$ cat config.mk
export PLATFORM = sky130hd
export DESIGN_NAME = ifetch_ctrl
export DESIGN_NICKNAME = d
export VERILOG_FILES = /design/src/rtl/ifetch_ctrl_pkg.sv /design/src/rtl/ifid_reg.sv /design/src/rtl/ifetch_ctrl.sv
export SDC_FILE = /design/constraint.sdc
export NUM_CORES = 1
export LEC_CHECK = 0
export CAP_MARGIN = 20
export CORE_ASPECT_RATIO = 0.7
export CORE_UTILIZATION = 39
export CTS_CLUSTER_DIAMETER = 120
export DETAILED_ROUTE_END_ITERATION = 7
export PLACE_DENSITY = 0.77
export RECOVER_POWER = 25
export SLEW_MARGIN = 20
export SYNTH_ARGS = -nofsm -noshare
export SYNTH_HDL_FRONTEND = slang
export SYNTH_HIERARCHICAL = 1
export SYNTH_SLANG_ARGS = --single-unit
$ cat constraint.sdc
create_clock -name clk -period 2.05 [get_ports clk]
set_input_delay 0.3075 -clock clk [delete_from_list [all_inputs] [get_ports clk]]
set_output_delay 0.3075 -clock clk [all_outputs]
set_load 0.005 [all_outputs]
$ cat src/rtl/ifetch_ctrl_pkg.sv
// ---------------------------------------------------------------------------
// ifetch_ctrl_pkg
// Shared definitions for the MIPS fetch path: default datapath widths so the
// ROM, ID stage and fetch controller agree, the syscall word that halts
// fetch, and the fetch-controller state encodings.
// Ports: none (package).
// ---------------------------------------------------------------------------
package ifetch_ctrl_pkg;

    localparam int unsigned DEF_PC_SIZE    = 11;
    localparam int unsigned DEF_INSTR_SIZE = 32;

    // syscall: fetch stops after this word enters IF/ID
    localparam logic [31:0] HALT_INSTR = 32'h0000_000C;

    localparam logic [1:0] ST_RUN   = 2'd0;
    localparam logic [1:0] ST_HALT  = 2'd1;
    localparam logic [1:0] ST_FAULT = 2'd2;

endpackage

$ cat src/rtl/ifid_reg.sv
// ---------------------------------------------------------------------------
// ifid_reg
// Pipeline stage register (IF/ID) with load / hold / squash controls.
// Ports:
//   clk, rst          clock, synchronous active-high reset (clears all)
//   i_load            capture {valid=1, pc, pc+1, instr}
//   i_squash          clear valid only; other fields hold (wins over load)
//   i_pc, i_instr     incoming PC and instruction word
//   o_valid, o_pc, o_pc_plus1, o_instr   registered stage contents
// Neither control asserted: everything holds.
// ---------------------------------------------------------------------------
module ifid_reg #(
    parameter int unsigned PC_SIZE    = 11,
    parameter int unsigned INSTR_SIZE = 32
) (
    input  logic                  clk,
    input  logic                  rst,
    input  logic                  i_load,
    input  logic                  i_squash,
    input  logic [PC_SIZE-1:0]    i_pc,
    input  logic [INSTR_SIZE-1:0] i_instr,
    output logic                  o_valid,
    output logic [PC_SIZE-1:0]    o_pc,
    output logic [PC_SIZE-1:0]    o_pc_plus1,
    output logic [INSTR_SIZE-1:0] o_instr
);

    logic                  r_valid;
    logic [PC_SIZE-1:0]    r_pc;
    logic [PC_SIZE-1:0]    r_pc_plus1;
    logic [INSTR_SIZE-1:0] r_instr;

    always_ff @(posedge clk) begin
        if (rst) begin
            r_valid    <= 1'b0;
            r_pc       <= '0;
            r_pc_plus1 <= '0;
            r_instr    <= '0;
        end else if (i_squash) begin
            r_valid <= 1'b0;
        end else if (i_load) begin
            r_valid    <= 1'b1;
            r_pc       <= i_pc;
            r_pc_plus1 <= i_pc + PC_SIZE'(1);   // wraps, no carry out
            r_instr    <= i_instr;
        end
    end

    assign o_valid    = r_valid;
    assign o_pc       = r_pc;
    assign o_pc_plus1 = r_pc_plus1;
    assign o_instr    = r_instr;

endmodule

$ cat src/rtl/ifetch_ctrl.sv
// ---------------------------------------------------------------------------
// ifetch_ctrl
// Instruction-fetch controller: owns the PC, addresses the combinational
// instruction ROM, fills IF/ID, and handles stalls, redirects, halt on
// syscall and out-of-range fetch faults.
// Ports:
//   clk, rst                      clock, synchronous active-high reset
//   stall                         hazard hold: PC and IF/ID freeze
//   redirect_valid, redirect_pc   taken branch/jump target (word index)
//   im_pc, im_instr               ROM address (current PC) / same-cycle data
//   ifid_valid, ifid_pc, ifid_pc_plus1, ifid_instr   IF/ID stage contents
//   halted, fault                 registered state decodes
// Per-cycle priority: rst > redirect > FAULT > stall > HALT > fetch.
// ---------------------------------------------------------------------------
module ifetch_ctrl
    import ifetch_ctrl_pkg::*;
#(
    parameter int unsigned PC_SIZE      = DEF_PC_SIZE,
    parameter int unsigned INSTR_SIZE   = DEF_INSTR_SIZE,
    parameter int unsigned ROM_CAPACITY = 256,
    parameter int unsigned RESET_PC     = 0
) (
    input  logic                  clk,
    input  logic                  rst,
    input  logic                  stall,
    input  logic                  redirect_valid,
    input  logic [PC_SIZE-1:0]    redirect_pc,
    output logic [PC_SIZE-1:0]    im_pc,
    input  logic [INSTR_SIZE-1:0] im_instr,
    output logic                  ifid_valid,
    output logic [PC_SIZE-1:0]    ifid_pc,
    output logic [PC_SIZE-1:0]    ifid_pc_plus1,
    output logic [INSTR_SIZE-1:0] ifid_instr,
    output logic                  halted,
    output logic                  fault
);

    logic [PC_SIZE-1:0] r_pc;
    logic [1:0]         r_state;

    logic [PC_SIZE-1:0] w_pc_next;
    logic [1:0]         w_state_next;
    logic               w_load;
    logic               w_squash;
    logic               w_redirect;
    logic               w_pc_oob;
    logic               w_is_halt;

    // A faulted controller ignores redirects; only rst recovers it.
    assign w_redirect = redirect_valid && (r_state != ST_FAULT);
    assign w_pc_oob   = (32'(r_pc) >= ROM_CAPACITY);
    assign w_is_halt  = (im_instr == INSTR_SIZE'(HALT_INSTR));

    always_comb begin
        w_pc_next    = r_pc;
        w_state_next = r_state;
        w_load       = 1'b0;
        w_squash     = 1'b0;
        if (w_redirect) begin
            // squash the wrong-path word; this also cancels a speculative halt
            w_pc_next    = redirect_pc;
            w_squash     = 1'b1;
            w_state_next = ST_RUN;
        end else if (r_state == ST_FAULT) begin
            // IF/ID valid was already cleared on the edge that entered FAULT
        end else if (stall) begin
            // zero-cycle response: nothing updates
        end else if (r_state == ST_HALT) begin
            w_squash = 1'b1;
        end else if (w_pc_oob) begin
            // out-of-range check outranks halt detect on the same word
            w_squash     = 1'b1;
            w_state_next = ST_FAULT;
        end else begin
            w_load = 1'b1;
            if (w_is_halt) begin
                w_state_next = ST_HALT;   // PC parks on the syscall
            end else begin
                w_pc_next = r_pc + PC_SIZE'(1);
            end
        end
    end

    always_ff @(posedge clk) begin
        if (rst) begin
            r_pc    <= PC_SIZE'(RESET_PC);
            r_state <= ST_RUN;
        end else begin
            r_pc    <= w_pc_next;
            r_state <= w_state_next;
        end
    end

    ifid_reg #(
        .PC_SIZE    (PC_SIZE),
        .INSTR_SIZE (INSTR_SIZE)
    ) u_ifid_reg (
        .clk        (clk),
        .rst        (rst),
        .i_load     (w_load),
        .i_squash   (w_squash),
        .i_pc       (r_pc),
        .i_instr    (im_instr),
        .o_valid    (ifid_valid),
        .o_pc       (ifid_pc),
        .o_pc_plus1 (ifid_pc_plus1),
        .o_instr    (ifid_instr)
    );

    assign im_pc  = r_pc;
    assign halted = (r_state == ST_HALT);
    assign fault  = (r_state == ST_FAULT);

endmodule

### Word-level counts from Yosys, hierarchy flattened

Index checks and enable logic that the tools add are counted.

| storage, ports and cells | value |
|---|---|
| output and inout port bits | 68 |
| word-level logic and storage cells | 46 |
| flip-flop bits (word level) | 68 |
| memory bits (read-only) | 0 |
| bits in latches | 0 |
| input port bits | 47 |
| memories | 0 |
| RAM bits | 0 |

| cells by class | value |
|---|---|
| shifts and indexed selects | 0 |
| bitwise operators | 4 |
| mux-type cells | 18 |
| magnitude comparators | 1 |
| reductions and logical operators | 7 |
| eq/ne operators | 9 |
| divide/modulo/power cells | 0 |
| add/sub/neg operators | 1 |
| multiply operators | 0 |

Operators by type and width:

| cell | count |
|---|---|
| $mux W11 | 6 |
| $eq A32 B4 Y1 const B | 1 |
| $add A11 B1 Y11 const B | 1 |
| $ge A11 B9 Y1 const B | 1 |
| $mux W1 | 10 |
| $ne A2 B1 Y1 const B | 3 |
| $ne A2 B2 Y1 const B | 3 |
| $reduce_and A5 Y1 | 1 |
| $mux W2 | 2 |
| $not A1 Y1 | 4 |
| $reduce_and A4 Y1 | 1 |
| $reduce_or A2 Y1 | 2 |
| $eq A2 B1 Y1 const B | 1 |
| $eq A2 B2 Y1 const B | 1 |
| $reduce_and A2 Y1 | 1 |
| $reduce_bool A2 Y1 | 1 |
| $logic_and A1 B1 Y1 | 1 |

### Depth between registers and ports, before layout

Gate-level depths: netlist of the first run.

| depth | value |
|---|---|
| depth after elaboration | 8 |
| gate-level depth with buffers | 11 |
| depth with buffers taken out | 9 |

### Cells and area by module

Netlist of the first run, hierarchy kept.

Modules (own cells, without submodules):

| module | cells each | times used | area an instance (µm²) | sequential area each (µm²) |
|---|---|---|---|---|
| ifid_reg | 256 | 1 | 2048.2 | 1101.1 |
| ifetch_ctrl | 106 | 1 | 924.6 | 260.2 |

### Worst setup path before layout of the first run

Ideal clock, no wire load.

| timing path | value |
|---|---|
| path type | flip-flop to flip-flop |
| start point | register r_state[1] |
| end point | register u_ifid_reg.r_pc_plus1[8] (netlist: u_ifid_reg/o_pc_plus1[8]) |
| period minus slack after synthesis | 1.994 ns |
| data arrival time | 1.903 ns |
| required time | 1.959 ns |
| setup time | 0.091 ns |
| stages on the path, launching flop included | 11 |
| buffers on the path | 2 |
| slack | 0.056 ns |
| cells stage by stage | dfxtp_1 inv_1 ha_1 nor4_4 nand2_1 nor2_1 nor2b_1 clkbuf_1 buf_2 nor2_1 a311oi_1 |

| between the ends | value |
|---|---|
| elaborated cells between the ends (all ways) | 14 |
| those cells by class | 3 x eq/ne; 8 x mux; 1 x bitwise; 2 x reduce/logical |

RTL lines:

| what | RTL line | RTL |
|---|---|---|
| start: declaration | ifetch_ctrl.sv:39 | `logic [1:0] r_state;` |
| start signal: assignment | ifetch_ctrl.sv:90 | `r_state <= w_state_next;` |
| $eq A2 B1 Y1 | -- |  |
| net halted | ifetch_ctrl.sv:34 | `output logic halted,` |
| $mux W1 | ifetch_ctrl.sv:68 | `end else if (r_state == ST_HALT) begin` |
| $mux W1 | ifetch_ctrl.sv:66 | `end else if (stall) begin` |
| $mux W1 | ifetch_ctrl.sv:64 | `end else if (r_state == ST_FAULT) begin` |
| $mux W1 | ifetch_ctrl.sv:59 | `if (w_redirect) begin` |
| net w_load | ifetch_ctrl.sv:43 | `logic w_load;` |
| $reduce_and A2 Y1 (no source line) | -- |  |
| end signal: assignment | ifid_reg.sv:44 | `r_pc_plus1 <= i_pc + PC_SIZE'(1);` |
| end: declaration | ifid_reg.sv:30 | `logic [PC_SIZE-1:0] r_pc_plus1;` |

The timed path passes the listed nets, and every way through them passes these cells.
A chain may end at the register's enable or synchronous reset.

### Worst setup path after layout of the first run

| timing path | value |
|---|---|
| start point | register r_state[1] |
| end point | register r_pc[6] (netlist: im_pc[6]) |

| between the ends | value |
|---|---|
| cells in the longest elaborated chain, start to end | 4 |
| elaborated cells between the ends (all ways) | 11 |
| those cells by class | 8 x eq/ne; 1 x mux; 2 x reduce/logical |

Ends and longest elaborated chain:

| what | RTL line | RTL |
|---|---|---|
| $ne A2 B2 Y1 | ifetch_ctrl.sv:50 | `assign w_redirect = redirect_valid && (r_state != ST_FAULT);` |
| $logic_and A1 B1 Y1 | ifetch_ctrl.sv:50 |  |
| $ne A2 B2 Y1 (no source line) / $ne A2 B1 Y1 (equally long branches) | -- |  |
| $reduce_and A5 Y1 (no source line) | -- |  |
| end signal: assignment | ifetch_ctrl.sv:86 | `r_pc <= PC_SIZE'(RESET_PC);` |
| end signal: assignment | ifetch_ctrl.sv:89 | `r_pc <= w_pc_next;` |
| end: declaration | ifetch_ctrl.sv:38 | `logic [PC_SIZE-1:0] r_pc;` |

Parallel ways exist; a longest one is shown, timed or not.

==> results of run 1 <==
## metal layers
| metal | wire length [um] | up-vias | GRT usage, % |
|---|---|---|---|
| met2 | 4280 | 108 | 35.9 |
| met5 | 0 | - | 0 |
| li1 | - | 1537 | - |
| met4 | 51 | 0 | 6.79 |
| met3 | 719 | 10 | 7.45 |
| met1 | 3790 | 1502 | 27.1 |
## tightest hold or removal path: stages, from the launching register on
cell	delay, ns
dfxtp_1	0.30
nand2_1	0.05
a21oi_1	0.05
## final cells by class
| class | count | area (um2) | share of cell area (%) |
|---|---|---|---|
| Multi-Input combinational cell | 265 | 1500 | 31.9 |
| Tap cell | 98 | 123 | 2.61 |
| Inverter | 6 | 22.5 | 0.479 |
| Sequential cell | 68 | 1360 | 29.0 |
| Clock buffer | 9 | 124 | 2.63 |
| Timing Repair Buffer | 149 | 1480 | 31.4 |
| Clock inverter | 6 | 90.1 | 1.92 |
## repair_timing
item | in CTS | in global routing
setup endpoints to repair | 11 | 55
gates cloned | 0 | 1
gates resized for setup | 1 | 5
pin swaps | 4 | 3
hold buffers | 0 | 0
buffers inserted | 2 | 5
## worst paths after layout
check | startpoint | endpoint | cells past startpoint
max | r_state[1]$_SDFFE_PP0P_ | im_pc[6]$_SDFFE_PP0P_ | 7
min | u_ifid_reg/o_instr[10]$_SDFFE_PP0P_ | u_ifid_reg/o_instr[10]$_SDFFE_PP0P_ | 2
max reg2reg | r_state[1]$_SDFFE_PP0P_ | im_pc[6]$_SDFFE_PP0P_ | 7
min reg2reg | u_ifid_reg/o_instr[10]$_SDFFE_PP0P_ | u_ifid_reg/o_instr[10]$_SDFFE_PP0P_ | 2
## power groups by stage
stage | Sequential, uW | Combinational (uW) | Clock, uW
6_report | 1420 | 518 | 1180
5_1_grt | 1430 | 560 | 1260
4_1_cts | 1420 | 500 | 1210
3_5_place_dp | 1450 | 491 | 0
3_3_place_gp | 1450 | 483 | 0
2_1_floorplan | 1460 | 179 | 0
## metrics by stage
step                util [%]  setup slack, ns  std cells
finish                  64.0           0.0421        601
global route            64.0          -0.0196        601
CTS                     62.9          0.00666        595
detailed placement      59.7           -0.184        578
global placement        59.7           -0.143        578
floorplan                  -           0.0562        362
## Yosys cell counts, types with 3 or more instances
library cell	instances	area share, %
nand2_1	96	12
dfxtp_1	68	46
a21oi_1	49	8.2
nor2_1	23	2.9
clkbuf_1	17	2.1
a311oi_1	10	2.9
nand3_1	10	1.7
o21ai_0	7	1.2
a211oi_1	6	1.5
inv_1	6	0.76
ha_1	5	2.1
nand4_1	4	0.84
o21ai_1	4	0.67
or3_1	4	0.84
or4_4	4	1.5
a31oi_1	3	0.63
buf_6	3	1.1
nand2b_1	3	0.63
nor4_1	3	0.63
o31ai_1	3	0.76
or3_2	3	0.76
or4_1	3	0.76
## flip-flops by register name (all words and copies together) (netlist names)
name and count:
u_ifid_reg/o_instr 32, im_pc 11, u_ifid_reg/o_pc 11, u_ifid_reg/o_pc_plus1 11, r_state 2, u_ifid_reg/o_valid 1
## cell families (layout without fill, tap and decap cells)
group / count (synthesis) / after routing
muxes: 1 / 1
buffers and inverters: 29 / 170
AOI/OAI and AO/OA: 85 / 85
xor gates and xnor gates: 4 / 4
and+or+nand+nor: 170 / 170
adders and majority gates: 5 / 5
DFF: 68 / 68
==> impl_metrics.env, run 1 <==
export IMPL_antenna_found_initial=0
export IMPL_max_cap_violations=0
export IMPL_synthFlopType="dfxtp_1"
export IMPL_clock_latency_ns=0.33
export IMPL_wl_per_cell_um=14.7
export IMPL_fin_worst_skew_ns=0.00767
export IMPL_startpoint_type="register"
export IMPL_synth_cell_types=43
export IMPL_root_buffer="clkbuf_8"
export IMPL_final_hold_viol_count=0
export IMPL_layout_drive_gt1_share_pct=14.7
export IMPL_muxShareOfSynthArea_pct=0.337
export IMPL_stdcell_area_mm2=0.00470
export IMPL_crit_slowest_cell="or4_1"
export IMPL_rrSetupSlack_ns=0.04
export IMPL_drc=0
export IMPL_synthSimpleGateAreaFrac_pct=28.9
export IMPL_drt_initial_drc_count=169
export IMPL_p_comb_share_pct=16.6
export IMPL_num_antenna_cells=0
export IMPL_status="finished clean"
export IMPL_crit_family="simple AND/OR/NAND/NOR gates"
export IMPL_synth_area_mm2=0.00297
export IMPL_critPathKind="reg2reg"
export IMPL_start_util_pct=40.4
export IMPL_required_ns=2.30
export IMPL_synth_edff_count=0
export IMPL_grt_pass1_wl_mm=13.6
export IMPL_synth_xor_area_share_pct=1.18
export IMPL_routabilityCongestion=0.762
export IMPL_grt_max_degree=69
export IMPL_cts_buffers=9
export IMPL_syn_nets=414
export IMPL_die_h_um=75.0
export IMPL_period_share_pct=97.9
export IMPL_dieArea_mm2=0.00798
export IMPL_grt_remaining_overflow=0
export IMPL_max_freq_mhz=498
export IMPL_rows=26
export IMPL_syn_instance_count=362
export IMPL_cp_buffers_inverters=2
export IMPL_place_area_mm2=0.00439
export IMPL_switching_share_pct=24.9
export IMPL_synth_top_family_by_area="simple AND/OR/NAND/NOR gates"
export IMPL_ys_ff_latch=68
export IMPL_tightestPinTransition_ns=0.405
export IMPL_clkPwrFrac_pct=37.8
export IMPL_finalPower_uw=3120
export IMPL_syn_avg_cell_area_um2=8.21
export IMPL_p_per_area_mw_per_mm2=664
export IMPL_slew_headroom_pct=72.7
export IMPL_cts_path_max_buffers=2
export IMPL_p_int_uw=2350
export IMPL_final_common_cell="nand2_1"
export IMPL_dieWidth_um=106
export IMPL_io_pins=115
export IMPL_crit_arrival_ns=2.25
export IMPL_drt_pass1_iter_count=4
export IMPL_cp_end_kind="register"
export IMPL_vias=3157
export IMPL_max_vdd_ir_drop_uv=312
export IMPL_cp_cell_sequence="inv_1 -> ha_2 -> nor4_4 -> nand2_1 -> buf_4 -> or4_1 -> a311oi_2"
export IMPL_cp_slowest_stage_delay_ns=0.53
export IMPL_p_sw_uw=777
export IMPL_setup_viol=0
export IMPL_num_fill_cells=642
export IMPL_clk_pin_slew_ns=0.07
export IMPL_path_max_fanout=4
export IMPL_syn_to_final_growth_pct=58.2
export IMPL_viasPerCell=5.25
export IMPL_postSynth_asyncResetShare_pct=0
export IMPL_grt_usage_pct=21.7
export IMPL_cts_tree="done"
export IMPL_h_tree_depth=3
export IMPL_seq_area_frac_synth_pct=45.8
export IMPL_hpwl_mm=6.04
export IMPL_cts_sinks=68
export IMPL_hold_path_class="reg2reg"
export IMPL_synth_fa_ha_area_share_pct=2.10
export IMPL_final_setup_tns_ns=0
export IMPL_yosysWarningCount=6
export IMPL_final_cell_mix="96 x nand2_1, 82 x clkdlybuf4s50_1, 67 x dfxtp_1"
export IMPL_p_leak_uw=0.00172
export IMPL_final_max_slew_viol_count=0
export IMPL_seqPwrFrac_pct=45.6
export IMPL_grt_pass1_vias=2893
export IMPL_finalNetCount=551
export IMPL_wl_mm=8.84
export IMPL_synth_compound_area_share_pct=17.0
export IMPL_holdWs_ns=0.449
export IMPL_core_mm2=0.00735
export IMPL_portBuffers=114
export IMPL_min_period_ns=2.01
export IMPL_detail_route_antenna_nets=0
No activity file was read; power rests on OpenSTA's default activity.
==> run 2: changes to the inputs <==
--- a/config.mk
+++ b/config.mk
@@ -12,6 +12,7 @@
 export DETAILED_ROUTE_END_ITERATION = 7
 export PLACE_DENSITY = 0.77
 export RECOVER_POWER = 25
+export SETUP_SLACK_MARGIN = 0.4
 export SLEW_MARGIN = 20
 export SYNTH_ARGS = -nofsm -noshare
 export SYNTH_HDL_FRONTEND = slang
==> run 2 against run 1 <==
  * Global-route usage rose by 1.9 points
  * Sequential cell count did not move
  * Critical path depth rose by 4
  * Cell count rose by 6.5%
  * Combinational power rose by 29%
==> impl_metrics.env, run 2 (synthesis gave the netlist of run 1 again) <==
export IMPL_crit_family="simple AND/OR/NAND/NOR gates"
export IMPL_hold_end="u_ifid_reg/o_instr[2]$_SDFFE_PP0P_"
export IMPL_clk_pin_slew_ns=0.08
export IMPL_crit_arrival_ns=2.28
export IMPL_use_met2_pct=39.1
export IMPL_viasPerCell=5.37
export IMPL_grt_pass1_wl_mm=14.4
export IMPL_layout_drive_gt1_share_pct=29.0
export IMPL_syn_to_final_growth_pct=83.7
export IMPL_die_h_um=75.0
export IMPL_rrSetupSlack_ns=0.03
export IMPL_cts_sinks=68
export IMPL_io_pins=115
export IMPL_critPathKind="reg2reg"
export IMPL_p_per_area_mw_per_mm2=614
export IMPL_rows=26
export IMPL_cts_path_max_buffers=2
export IMPL_fin_worst_skew_ns=0.00915
export IMPL_p_sw_uw=883
export IMPL_drc=0
export IMPL_numPlacedInstances=579
export IMPL_rsz0062_at_grt="true"
export IMPL_start_util_pct=40.4
export IMPL_grt_util_met3_pct=7.10
export IMPL_dieArea_mm2=0.00798
export IMPL_h_tree_depth=3
export IMPL_clkPwrFrac_pct=37.5
export IMPL_period_share_pct=98.4
export IMPL_timing_final_ws_setup_ns=0.0331
export IMPL_final_common_cell="nand2_1"
export IMPL_finalPower_uw=3350
export IMPL_hpwl_mm=6.23
export IMPL_drt_initial_drc_count=167
export IMPL_startpoint_type="register"
export IMPL_final_max_slew_viol_count=0
export IMPL_cts_tree="done"
export IMPL_antenna_found_initial=0
export IMPL_core_mm2=0.00735
export IMPL_fin_cells=640
export IMPL_cts_buffers=9
export IMPL_drt_pass1_iter_count=5
export IMPL_setup_viol=0
export IMPL_finalNetCount=589
export IMPL_cp_buffers_inverters=4
export IMPL_max_vdd_ir_drop_uv=397
export IMPL_min_delay_path_depth=3
export IMPL_grt_max_degree=69
export IMPL_clock_latency_ns=0.35
export IMPL_p_leak_uw=0.00218
export IMPL_switching_share_pct=26.3
export IMPL_grt_pass1_vias=2953
export IMPL_cp_cell_sequence="buf_4 -> ha_1 -> nor2_4 -> nand2_4 -> nor2_4 -> nor2b_4 -> buf_12 -> buf_12 -> clkbuf_16 -> nor2_2 -> a311oi_1"
export IMPL_vias=3438
export IMPL_max_cap_violations=0
export IMPL_wl_per_cell_um=17.3
export IMPL_root_buffer="clkbuf_8"
export IMPL_dieWidth_um=106
export IMPL_grt_busiest_layer="met2"
export IMPL_tightestPinTransition_ns=0.693
export IMPL_status="finished clean"
export IMPL_seqPwrFrac_pct=42.6
export IMPL_path_max_fanout=8
export IMPL_max_freq_mhz=496
export IMPL_crit_slowest_cell="dfxtp_2"
export IMPL_min_period_ns=2.02
export IMPL_num_antenna_cells=0
export IMPL_hold_path_class="in2reg"
export IMPL_met1_usage_pct=29.4
export IMPL_r2r_end="u_ifid_reg/o_pc_plus1[5]$_SDFFE_PP0P_"
export IMPL_final_hold_viol_count=0
export IMPL_portBuffers=114
export IMPL_grt_remaining_overflow=0
export IMPL_p_int_uw=2470
export IMPL_r2r_start="r_state[1]$_SDFFE_PP0P_"
export IMPL_required_ns=2.32
export IMPL_routabilityCongestion=0.895
export IMPL_cp_end_kind="register"
export IMPL_largest_reg_flops=32
export IMPL_grt_usage_pct=23.6
export IMPL_p_comb_share_pct=19.9
export IMPL_dp_slack_ns=-0.323
export IMPL_detail_route_antenna_nets=0
export IMPL_cp_slowest_stage_delay_ns=0.33
export IMPL_r2r_cells=11
export IMPL_slew_headroom_pct=53.2
export IMPL_wl_mm=11.1
export IMPL_holdCritStartpoint="im_instr[2]"
export IMPL_final_cell_mix="81 x nand2_1, 59 x dfxtp_1, 53 x clkdlybuf4s50_1"
-- run 2: cell types whose count changed in the layout (fill, tap and decap cells not counted), sizes merged --
cell / before / now
clkdlybuf4s15: 0 / 2
dlygate4sd3: 31 / 25
dlymetal6s2s: 0 / 8
and3: 3 / 4
clkdlybuf4s50: 82 / 53
clkdlybuf4s25: 0 / 1
dlygate4sd2: 0 / 21
clkinv: 3 / 2
buf: 35 / 64
clkbuf: 10 / 23
-- run 2: worst max-delay path by stage --
stage	start	depth (start not counted)	to	slack, ns
after global routing	r_state[1]$_SDFFE_PP0P_	11	u_ifid_reg/o_pc_plus1[5]$_SDFFE_PP0P_	-0.002
after CTS	r_state[1]$_SDFFE_PP0P_	10	u_ifid_reg/o_instr[13]$_SDFFE_PP0P_	0.20
after detailed placement	im_instr[2]	7	im_pc[5]$_SDFFE_PP0P_	-0.32
after global placement	im_instr[2]	7	im_pc[5]$_SDFFE_PP0P_	-0.28
after floorplan	r_state[1]$_SDFFE_PP0P_	7	im_pc[5]$_SDFFE_PP0P_	0.26
final	r_state[1]$_SDFFE_PP0P_	11	u_ifid_reg/o_pc_plus1[5]$_SDFFE_PP0P_	0.03
-- run 2: tightest hold or removal path: stages --
cell and delay (ns):
clkbuf_2 0.09, nand2_1 0.06, a21oi_1 0.05
-- run 2: timing repair --
action                     in CTS  in global routing
pin swaps                      20                 27
setup endpoints to repair      78                 72
hold buffers                    0                  0
resized for setup              58                 76
gates cloned                    1                 11
setup buffers                  18                 15
-- run 2: final cells by class --
type	instances	area [um2]
fillers	530	1890
clock inverters	5	85.1
repair buffers	186	1990
flip-flops and latches	68	1390
well taps	98	123
inverters	6	22.5
multi-input cells	266	1720
clock buffers	11	141
-- run 2: metrics by stage --
step / utilization [%] / hold slack (ns) / setup TNS (ns) / area, um2
6_report: 74.3 / 0.206 / 0 / 5460
5_1_grt: 74.3 / 0.220 / -0.00160 / 5460
4_1_cts: 65.8 / 0.339 / 0 / 4840
3_5_place_dp: 60.0 / 0.447 / -3.09 / 4410
3_3_place_gp: 60.0 / 0.441 / -2.51 / 4410
2_1_floorplan: - / 0.379 / 0 / 3060
-- run 2: power groups by stage --
| stage | Combinational, uW | Clock [uW] | Sequential (uW) |
|---|---|---|---|
| floorplan | 192 | 0 | 1460 |
| detailed placement | 491 | 0 | 1460 |
| CTS | 518 | 1270 | 1430 |
| global route | 705 | 1340 | 1440 |
| finish | 668 | 1260 | 1430 |
| global placement | 485 | 0 | 1450 |
-- run 2: routing by layer --
layer	wire length, um	vias up
met5	0	-
met4	315	0
met3	792	37
met2	5230	151
met1	4760	1625
li1	-	1625
==> run 3: changes to the inputs <==
--- a/config.mk
+++ b/config.mk
@@ -5,14 +5,13 @@
 export SDC_FILE = /design/constraint.sdc
 export NUM_CORES = 1
 export LEC_CHECK = 0
-export CAP_MARGIN = 20
 export CORE_ASPECT_RATIO = 0.7
 export CORE_UTILIZATION = 39
 export CTS_CLUSTER_DIAMETER = 120
 export DETAILED_ROUTE_END_ITERATION = 7
 export PLACE_DENSITY = 0.77
 export RECOVER_POWER = 25
-export SETUP_SLACK_MARGIN = 0.4
+export SETUP_SLACK_MARGIN = 0.1
 export SLEW_MARGIN = 20
 export SYNTH_ARGS = -nofsm -noshare
 export SYNTH_HDL_FRONTEND = slang
==> run 3 against run 2 <==
  * Sequential power is essentially flat
  * Critical path depth shrank 4
  * Maximum frequency grew 4.9%
  * Combinational power shrank 21%
  * Non-clock buffer count shrank 34
  * Setup slack gained 0.094 ns
  * Wire length shrank 18%
  * Die area is the same
  * Clock-buffer cell count shrank 1
  * First-iteration DRC count shrank 7.8%
  * Cell area shrank 11%
  * Cell count shrank 5.3%
  * Largest power group unchanged
==> impl_metrics.env, run 3 (synthesis gave the netlist of run 1 again) <==
export IMPL_p_comb_share_pct=15.9
export IMPL_cts_buffers=9
export IMPL_routabilityCongestion=0.802
export IMPL_grt_usage_pct=21.7
export IMPL_status="finished clean"
export IMPL_min_period_ns=1.92
export IMPL_cts_sinks=68
export IMPL_r2r_end="u_ifid_reg/o_pc[5]$_SDFFE_PP0P_"
export IMPL_startpoint="im_instr[3]"
export IMPL_met2_length_mm=4.20
export IMPL_max_freq_mhz=520
export IMPL_fin_cells=606
export IMPL_crit_slowest_cell="clkdlybuf4s50_1"
export IMPL_setup_viol=0
export IMPL_wirelength_met1_mm=3.97
export IMPL_numPlacedInstances=575
export IMPL_finalNetCount=555
export IMPL_cts_tree="done"
export IMPL_seqPwrFrac_pct=43.0
export IMPL_drt_initial_drc_count=154
export IMPL_viasPerCell=5.15
export IMPL_cp_buffers_inverters=2
export IMPL_finalPower_uw=3320
export IMPL_utilization_pct=66.0
export IMPL_root_buffer="clkbuf_8"
export IMPL_num_antenna_cells=0
export IMPL_required_ns=2.31
export IMPL_path_max_fanout=7
export IMPL_crit_end="im_pc[6]$_SDFFE_PP0P_"
export IMPL_timing_final_ws_setup_ns=0.128
export IMPL_rsz0062_at_grt="true"
export IMPL_grt_max_degree=39
export IMPL_num_fill_cells=623
export IMPL_syn_to_final_growth_pct=63.3
export IMPL_fin_worst_skew_ns=0.0140
export IMPL_grt_remaining_overflow=0
export IMPL_p_int_uw=2510
export IMPL_vias=3121
export IMPL_ff_latch_area_mm2=0.00137
export IMPL_grt_pass1_vias=2742
export IMPL_layout_drive_gt1_share_pct=18.3
export IMPL_max_vdd_ir_drop_uv=497
export IMPL_final_common_cell="nand2_1"
export IMPL_detail_route_antenna_nets=0
export IMPL_wl_met3_um=830
export IMPL_antenna_found_initial=0
export IMPL_drt_pass1_iter_count=4
export IMPL_multi_input_area_mm2=0.00157
export IMPL_max_cap_violations=0
export IMPL_crit_family="simple AND/OR/NAND/NOR gates"
export IMPL_period_share_pct=93.8
export IMPL_crit_arrival_ns=2.18
export IMPL_hpwl_mm=6.08
export IMPL_postCtsHoldBufs=0
export IMPL_portBuffers=114
export IMPL_clkPwrFrac_pct=41.0
export IMPL_p_per_area_mw_per_mm2=684
export IMPL_drc=0
export IMPL_tightestPinTransition_ns=0.805
export IMPL_cp_end_kind="register"
export IMPL_rrSetupSlack_ns=0.13
export IMPL_wl_per_cell_um=15.0
export IMPL_cts_path_max_buffers=2
export IMPL_dieArea_mm2=0.00798
export IMPL_final_max_slew_viol_count=0
export IMPL_core_mm2=0.00735
export IMPL_holdWs_ns=0.287
export IMPL_largest_reg_flops=32
export IMPL_critPathKind="in2reg"
export IMPL_hold_path_class="in2reg"
export IMPL_switching_share_pct=24.3
export IMPL_io_pins=115
export IMPL_h_tree_depth=3
export IMPL_rows=26
export IMPL_wl_mm=9.09
export IMPL_final_hold_viol_count=0
export IMPL_cp_cell_sequence="clkdlybuf4s50_1 -> nor4bb_4 -> buf_4 -> and4_4 -> and3_2 -> or4_1 -> a311oi_2"
export IMPL_dieWidth_um=106
export IMPL_r2r_cells=13
export IMPL_clock_latency_ns=0.35
export IMPL_p_leak_uw=0.00179
export IMPL_startpoint_type="input port"
export IMPL_die_h_um=75.0
export IMPL_dp_slack_ns=-0.164
export IMPL_slew_headroom_pct=46.3
export IMPL_p_sw_uw=808
export IMPL_start_util_pct=40.4
export IMPL_cp_slowest_stage_delay_ns=0.44
export IMPL_clk_pin_slew_ns=0.07
export IMPL_grt_pass1_wl_mm=13.3
export IMPL_top_layer="met4"
export IMPL_r2r_start="r_state[1]$_SDFFE_PP0P_"
export IMPL_final_cell_mix="94 x nand2_1, 81 x clkdlybuf4s50_1, 65 x dfxtp_1"
export IMPL_cp_depth=7
==> run 3: changes by cell type in the layout (fill, tap and decap cells not counted), sizes merged <==
cell | before | now
buf | 64 | 38
dlygate4sd3 | 25 | 31
clkdlybuf4s25 | 1 | 0
clkdlybuf4s15 | 2 | 0
bufinv | 2 | 3
clkdlybuf4s50 | 53 | 81
clkbuf | 23 | 11
dlygate4sd2 | 21 | 0
dlymetal6s2s | 8 | 1
==> run 3: how the worst min path moves through the flow <==
stage	from	end	slack [ns]	depth (start not counted)
after floorplan	rst	im_pc[7]$_SDFFE_PP0P_	0.38	1
after global placement	u_ifid_reg/o_instr[30]$_SDFFE_PP0P_	u_ifid_reg/o_instr[30]$_SDFFE_PP0P_	0.44	2
after detailed placement	u_ifid_reg/o_instr[9]$_SDFFE_PP0P_	u_ifid_reg/o_instr[9]$_SDFFE_PP0P_	0.45	2
after CTS	u_ifid_reg/o_instr[9]$_SDFFE_PP0P_	u_ifid_reg/o_instr[9]$_SDFFE_PP0P_	0.45	2
after global routing	im_instr[0]	u_ifid_reg/o_instr[0]$_SDFFE_PP0P_	0.28	3
final	im_instr[0]	u_ifid_reg/o_instr[0]$_SDFFE_PP0P_	0.29	3
==> run 3: tightest hold or removal path, stage by stage <==
cell and delay (ns):
dlymetal6s2s_1 0.16, nand2_1 0.07, a21oi_1 0.05
==> run 3: area by class of cell <==
| cell class | instances | area share, % |
|---|---|---|
| repair buffers | 152 | 31.4 |
| flip-flops and latches | 68 | 28.1 |
| inverters | 6 | 0.464 |
| clock buffers | 10 | 2.83 |
| well taps | 98 | 2.53 |
| multi-input cells | 266 | 32.4 |
| clock inverters | 6 | 2.29 |
==> run 3: through the flow <==
stage	setup TNS [ns]	cell area [um2]
floorplan	0	2970
global placement	-0.922	4340
detailed placement	-1.38	4340
CTS	0	4650
global route	0	4860
finish	0	4860
==> run 3: power by group through the flow <==
| stage | combinational [uW] | sequential, uW | clock (uW) |
|---|---|---|---|
| 2_1_floorplan | 179 | 1460 | 0 |
| 3_3_place_gp | 470 | 1460 | 0 |
| 3_5_place_dp | 477 | 1460 | 0 |
| 4_1_cts | 490 | 1430 | 1380 |
| 5_1_grt | 572 | 1440 | 1440 |
| 6_report | 528 | 1430 | 1360 |
==> run 3: routing by layer <==
layer	up-vias	GRT usage [%]
li1	1551	-
met1	1443	26.9
met2	119	35.5
met3	8	8.66
met4	0	5.86
met5	-	0
==> run 3: timing repair <==
item	4_1_cts	5_1_grt
buffers inserted	5	7
cloned	0	3
setup endpoints to repair	54	61
gates resized for setup	7	27
pin swaps	4	15
